[src/rtl/serial_ripple_subtractor_if.sv]
// Operand/result handshake bundle for the bit-serial subtractor.
//   in_valid/in_ready + a, b, bin : operand channel (source -> subtractor)
//   out_valid/out_ready + diff, bout, ovf : result channel (subtractor -> sink)
// master: the side that sources operands and sinks results.
// slave : the subtractor itself.
interface serial_ripple_subtractor_if #(
  parameter int WIDTH = 8
);
  logic             in_valid;
  logic             in_ready;
  logic [WIDTH-1:0] a;
  logic [WIDTH-1:0] b;
  logic             bin;
  logic             out_valid;
  logic             out_ready;
  logic [WIDTH-1:0] diff;
  logic             bout;
  logic             ovf;

  modport master (
    output in_valid, a, b, bin, out_ready,
    input  in_ready, out_valid, diff, bout, ovf
  );

  modport slave (
    input  in_valid, a, b, bin, out_ready,
    output in_ready, out_valid, diff, bout, ovf
  );
endinterface

[src/rtl/serial_ripple_subtractor.sv]
// Bit-serial two's-complement subtractor: diff = a - b - bin (mod 2^WIDTH),
// computed LSB first through a single subtract-with-borrow slice and a borrow
// flip-flop. One operation takes WIDTH cycles in BUSY; results are held in
// DONE until the sink takes them.
// Ports:
//   clk    rising-edge clock
//   rst_n  asynchronous active-low reset
//   bus    slave side of serial_ripple_subtractor_if (operands in, result out)
module serial_ripple_subtractor #(
  parameter int WIDTH = 8
) (
  input  logic                       clk,
  input  logic                       rst_n,
  serial_ripple_subtractor_if.slave  bus
);
  localparam int            CW   = $clog2(WIDTH) + 1;
  localparam logic [CW-1:0] LAST = CW'(WIDTH - 1);

  typedef enum logic [1:0] {IDLE, BUSY, DONE} state_t;

  state_t           state, state_nx;
  logic [WIDTH-1:0] sh_a, sh_b, res, diff_q;
  logic [CW-1:0]    cnt;
  logic             br, a_msb, b_msb, bout_q, ovf_q;

  logic             a0, b0, bit_d, br_nx, last_bit;
  logic [WIDTH-1:0] res_nx;

  // Subtract-with-borrow slice on the current LSBs.
  assign a0       = sh_a[0];
  assign b0       = sh_b[0];
  assign bit_d    = a0 ^ b0 ^ br;
  assign br_nx    = (~a0 & b0) | (~(a0 ^ b0) & br);
  // Result bits enter at the MSB so after WIDTH shifts bit 0 sits at the LSB.
  assign res_nx   = {bit_d, res[WIDTH-1:1]};
  assign last_bit = (cnt == LAST);

  assign bus.in_ready  = (state == IDLE);
  assign bus.out_valid = (state == DONE);
  assign bus.diff      = diff_q;
  assign bus.bout      = bout_q;
  assign bus.ovf       = ovf_q;

  always_ff @(posedge clk or negedge rst_n) begin
    if (!rst_n) state <= IDLE;
    else        state <= state_nx;
  end

  always_comb begin
    state_nx = state;
    case (state)
      IDLE:    if (bus.in_valid)  state_nx = BUSY;
      BUSY:    if (last_bit)      state_nx = DONE;
      DONE:    if (bus.out_ready) state_nx = IDLE;
      default:                    state_nx = IDLE;
    endcase
  end

  always_ff @(posedge clk or negedge rst_n) begin
    if (!rst_n) begin
      sh_a   <= '0;
      sh_b   <= '0;
      res    <= '0;
      cnt    <= '0;
      br     <= 1'b0;
      a_msb  <= 1'b0;
      b_msb  <= 1'b0;
      diff_q <= '0;
      bout_q <= 1'b0;
      ovf_q  <= 1'b0;
    end else begin
      case (state)
        IDLE: begin
          if (bus.in_valid) begin
            sh_a  <= bus.a;
            sh_b  <= bus.b;
            br    <= bus.bin;
            cnt   <= '0;
            // Operand sign bits are shifted out during BUSY, keep them for ovf.
            a_msb <= bus.a[WIDTH-1];
            b_msb <= bus.b[WIDTH-1];
          end
        end
        BUSY: begin
          sh_a <= sh_a >> 1;
          sh_b <= sh_b >> 1;
          res  <= res_nx;
          br   <= br_nx;
          cnt  <= cnt + 1'b1;
          if (last_bit) begin
            diff_q <= res_nx;
            bout_q <= br_nx;
            ovf_q  <= (a_msb != b_msb) && (res_nx[WIDTH-1] != a_msb);
          end
        end
        default: ;
      endcase
    end
  end
endmodule
[src/flat_wrapper.sv]
// flat-port wrapper written by rule: the top's interface ports become plain ports
module serial_ripple_subtractor_flat 
#(
  parameter int WIDTH = 8
)
  (clk, rst_n, bus_in_valid, bus_a, bus_b, bus_bin, bus_out_ready, bus_in_ready, bus_out_valid, bus_diff, bus_bout, bus_ovf);
  serial_ripple_subtractor_if #(.WIDTH(WIDTH)) bus_i ();
  input  logic clk;
  input  logic rst_n;
  input wire logic [$bits(bus_i.in_valid)-1:0] bus_in_valid;
  input wire logic [$bits(bus_i.a)-1:0] bus_a;
  input wire logic [$bits(bus_i.b)-1:0] bus_b;
  input wire logic [$bits(bus_i.bin)-1:0] bus_bin;
  input wire logic [$bits(bus_i.out_ready)-1:0] bus_out_ready;
  output wire logic [$bits(bus_i.in_ready)-1:0] bus_in_ready;
  output wire logic [$bits(bus_i.out_valid)-1:0] bus_out_valid;
  output wire logic [$bits(bus_i.diff)-1:0] bus_diff;
  output wire logic [$bits(bus_i.bout)-1:0] bus_bout;
  output wire logic [$bits(bus_i.ovf)-1:0] bus_ovf;
  assign bus_i.in_valid = bus_in_valid;
  assign bus_i.a = bus_a;
  assign bus_i.b = bus_b;
  assign bus_i.bin = bus_bin;
  assign bus_i.out_ready = bus_out_ready;
  assign bus_in_ready = bus_i.in_ready;
  assign bus_out_valid = bus_i.out_valid;
  assign bus_diff = bus_i.diff;
  assign bus_bout = bus_i.bout;
  assign bus_ovf = bus_i.ovf;
  serial_ripple_subtractor #(.WIDTH(WIDTH)) u_core (.clk(clk), .rst_n(rst_n), .bus(bus_i));
endmodule
[config.mk]
export PLATFORM = sky130hd
export DESIGN_NAME = serial_ripple_subtractor_flat
export DESIGN_NICKNAME = d
export VERILOG_FILES = /design/src/rtl/serial_ripple_subtractor_if.sv /design/src/rtl/serial_ripple_subtractor.sv /design/src/flat_wrapper.sv
export SDC_FILE = /design/constraint.sdc
export NUM_CORES = 1
export LEC_CHECK = 0
export ABC_CLOCK_PERIOD_IN_PS = 1900
export CORE_ASPECT_RATIO = 0.9
export CORE_MARGIN = 4
export CORE_UTILIZATION = 50
export DETAILED_ROUTE_END_ITERATION = 7
export HOLD_SLACK_MARGIN = 0.08
export PLACE_DENSITY = 0.8
export SETUP_SLACK_MARGIN = 0.5
export SLEW_MARGIN = 10
export SYNTH_ARGS = -nofsm -noshare
export SYNTH_HDL_FRONTEND = slang
export SYNTH_SLANG_ARGS = --single-unit
[constraint.sdc]
create_clock -name clk -period 1.9 [get_ports clk]
set_input_delay 0.475 -clock clk [delete_from_list [all_inputs] [get_ports clk]]
set_output_delay 0.475 -clock clk [all_outputs]
set_load 0.1 [all_outputs]
==> impl_metrics.ini <==
[status]
status = complete, no violations

[drt]
vias = 1656
wire_per_inst_um = 18.94
ant_nets = 0
viasPerCell = 5.730
drt-pass1-iter-count = 4
dr.first_iter.drc_count = 258
route.detailed.drc = 0
drt-total-wl_um = 5474

[sta]
slew_violations = 0
grt_setup_unrepaired = yes
layout_setup_ws_ns = 0.2499
finalSetupViolations = 0
fin_crit_ns = 1.650
fmax_ghz = 0.6060
finalHoldViolations = 0
fin_skew_ns = 0.01236
fin_crit_sh_pct = 86.85
maxSlewHeadroom_pct = 67.58
tightest_slew_ns = 0.4863

[power]
power_frac_seq_pct = 30.7
p_switching_mw = 2.399
ir_drop_v = 0.001249
power_density_nw_per_um2 = 1849
p_clk_share_pct = 11.4
leakage_nw = 1.344
finalPower_mw = 5.438
power_frac_comb_pct = 57.9
p_sw_share_pct = 44.11
intPower_mw = 3.039

[critical_path]
crit_arrival_ns = 1.18
end_kind = output port
cp_slowest_cell = dfrtp_1
slowest_delay_ns = 0.37
crit_required_ns = 1.42
critPathMaxFanout = 3
critPathKind = reg -> out
r2r_cells = 5
critical_path.cell_chain = buf_6 > nor2b_4 > buf_12
crit_path_start = u_core.state[1]
rr_startpoint = u_core.br
reg2reg_slack_ns = 0.27
r2r_end = u_core.bus.ovf
start_kind = flip-flop

[floorplanning]
pin_count = 33
initial_utilization_pct = 53.71
num_rows = 20
core-area_um2 = 3503
die-area_um2 = 4810
die_x_um = 72.67
fp.dieH_um = 66.20

[yosys]
synth.cell_area_um2 = 1882
async_reset_ff_share_pct = 100.0
ys_seq_area_share_pct = 55.85
synth_top_area_share_pct = 55.85
ys_ff_latch = 42
synth_nets = 202
yosysTopAreaCell = dfrtp_1
syn_inst = 179
synthFlopType = dfrtp_1
yosysMostFrequentCell = dfrtp_1
yosysWarnings = 0
synthTopCellsByCount = dfrtp_1, nand2_1, o21ai_0
synth_area_leaders = dfrtp_1, mux2_2, nand2_1
synth-edff-count = 0
syn_area_per_cell_um2 = 10.51
synth_cell_types = 25

[finish]
fillers = 157
area_delta_synth_final_pct = 56.32
drive_gt1_share_pct = 39.59
instances_no_fill = 289
multi_input_area_um2 = 944.7
antenna-diode-count = 0
fin_nets = 267
ff_latch_area_um2 = 1052

[placement]
place_ws_ns = -0.03778
globalplace.congestion = 0.8311
numPortBuffers = 32
placed_cells = 257
dp_hpwl_um = 2976

[clock_network]
hold_buffers = 0
cts_buffers = 5
clock-sinks = 42
clk_path_buf_depth = 2
clock-root-buffer = clkbuf_8
cts.reportedPaths.clkPinSlew_ns = 0.08
cts_tree = built
clock_latency_ns = 0.31
cts_max_level = 2

[global_routing]
overflow = 0
grt_usage_pct = 21.97
grt_pass1_vias = 1659
grt_max_degree = 23
grt_pass1_wl_um = 8024
antenna_found_initial = 0

[hold_path]
hp-class = in -> async

[job]
cap_violations = 0
==> how the worst max path moves through the flow <==
stage	cells past startpoint	slack, ns	endpoint
after floorplan	3	0.24	bus_in_ready
after global placement	5	0.08	u_core.sh_a[3]
after detailed placement	5	-0.04	u_core.sh_a[6]
after CTS	3	0.27	bus_out_valid
after global routing	3	0.18	bus_out_valid
final	3	0.25	bus_out_valid
==> layout by cell type, fill, tap and decap left out <==
| cell type | count |
|---|---|
| a21o_1 | 1 |
| a21oi_1 | 10 |
| a22o_1 | 2 |
| a22oi_1 | 5 |
| a22oi_2 | 9 |
| a2bb2oi_1 | 3 |
| buf_12 | 12 |
| buf_2 | 1 |
| buf_4 | 23 |
| buf_6 | 14 |
| buf_8 | 1 |
| clkbuf_8 | 6 |
| clkdlybuf4s50_1 | 18 |
| clkinv_2 | 1 |
| clkinvlp_4 | 1 |
| dfrtp_1 | 41 |
| dfrtp_2 | 1 |
| dlygate4sd2_1 | 1 |
| fa_1 | 1 |
| ha_2 | 1 |
| inv_1 | 2 |
| inv_2 | 2 |
| mux2_4 | 11 |
| mux2i_1 | 2 |
| nand2_1 | 31 |
| nand2_4 | 1 |
| nand2b_1 | 1 |
| nand2b_4 | 2 |
| nand3_1 | 2 |
| nand3b_1 | 1 |
| nor2_1 | 1 |
| nor2_4 | 1 |
| nor2b_1 | 9 |
| nor2b_4 | 5 |
| nor3_4 | 1 |
| o21ai_0 | 6 |
| o21ai_1 | 11 |
| o21ai_2 | 2 |
| o21bai_4 | 1 |
| o311ai_2 | 1 |
==> flip-flops by register name, summed over array words and instances (netlist names), 2 cells and up <==
register,count
u_core.state,2
u_core.res,7
u_core.cnt,4
u_core.sh_b,8
u_core.sh_a,8
u_core.bus.diff,8
==> metrics by stage <==
step / TNS [ns] / area (um^2) / hold WS, ns / utilization (%)
6_report: 0 / 2942 / 0.1222 / 83.96
5_1_grt: 0 / 2942 / 0.1410 / 83.96
4_1_cts: 0 / 2746 / 0.1371 / 78.39
3_5_place_dp: -0.08648 / 2436 / 0.4622 / 69.54
3_3_place_gp: 0 / 2436 / 0.4484 / 69.54
2_1_floorplan: 0 / 1917 / 0.1794 / -
==> cell families after synthesis <==
group,after synthesis,synth area share [%]
adders and majority gates,2,1.729
buffers and inverters,16,3.988
AOI/OAI and AO/OA,51,16.89
DFF,42,55.85
muxes,13,7.646
and+or+nand+nor,55,13.90
==> worst max-delay path: cells and delay by family (launching register included) <==
| family | cells | cell delay (ns) |
|---|---|---|
| and+or+nand+nor | 1 | 0.18 |
| buffers and inverters | 2 | 0.32 |
| DFF | 1 | 0.37 |
==> layout make-up <==
cell class / instances / area share, %
clock inverters: 2 / 0.4254
clock buffers: 6 / 2.807
repair buffers: 70 / 26.50
well taps: 44 / 1.872
inverters: 4 / 0.5104
multi-input cells: 121 / 32.11
flip-flops and latches: 42 / 35.77
==> power groups by stage <==
stage / logic, mW / clock network [mW] / registers [mW]
final: 3.15 / 0.621 / 1.67
after global routing: 3.32 / 0.678 / 1.70
after CTS: 2.74 / 0.615 / 1.61
after detailed placement: 2.37 / 0 / 1.62
after global placement: 2.30 / 0 / 1.58
after floorplan: 0.953 / 0 / 2.17
==> routing by layer <==
metal | GRT usage (%) | wire length (um)
met3 | 5.015 | 267
met2 | 36.37 | 2868
met4 | 8.295 | 112
met1 | 27.91 | 2226
met5 | 0 | 0
==> repair_timing <==
item                                    CTS  global route
gates resized for setup                  39            33
setup buffers                            12            10
pin swaps                                 4             6
endpoints found under the setup margin   31            43
gates cloned                              2             0
(Power assumes the default switching activity.)
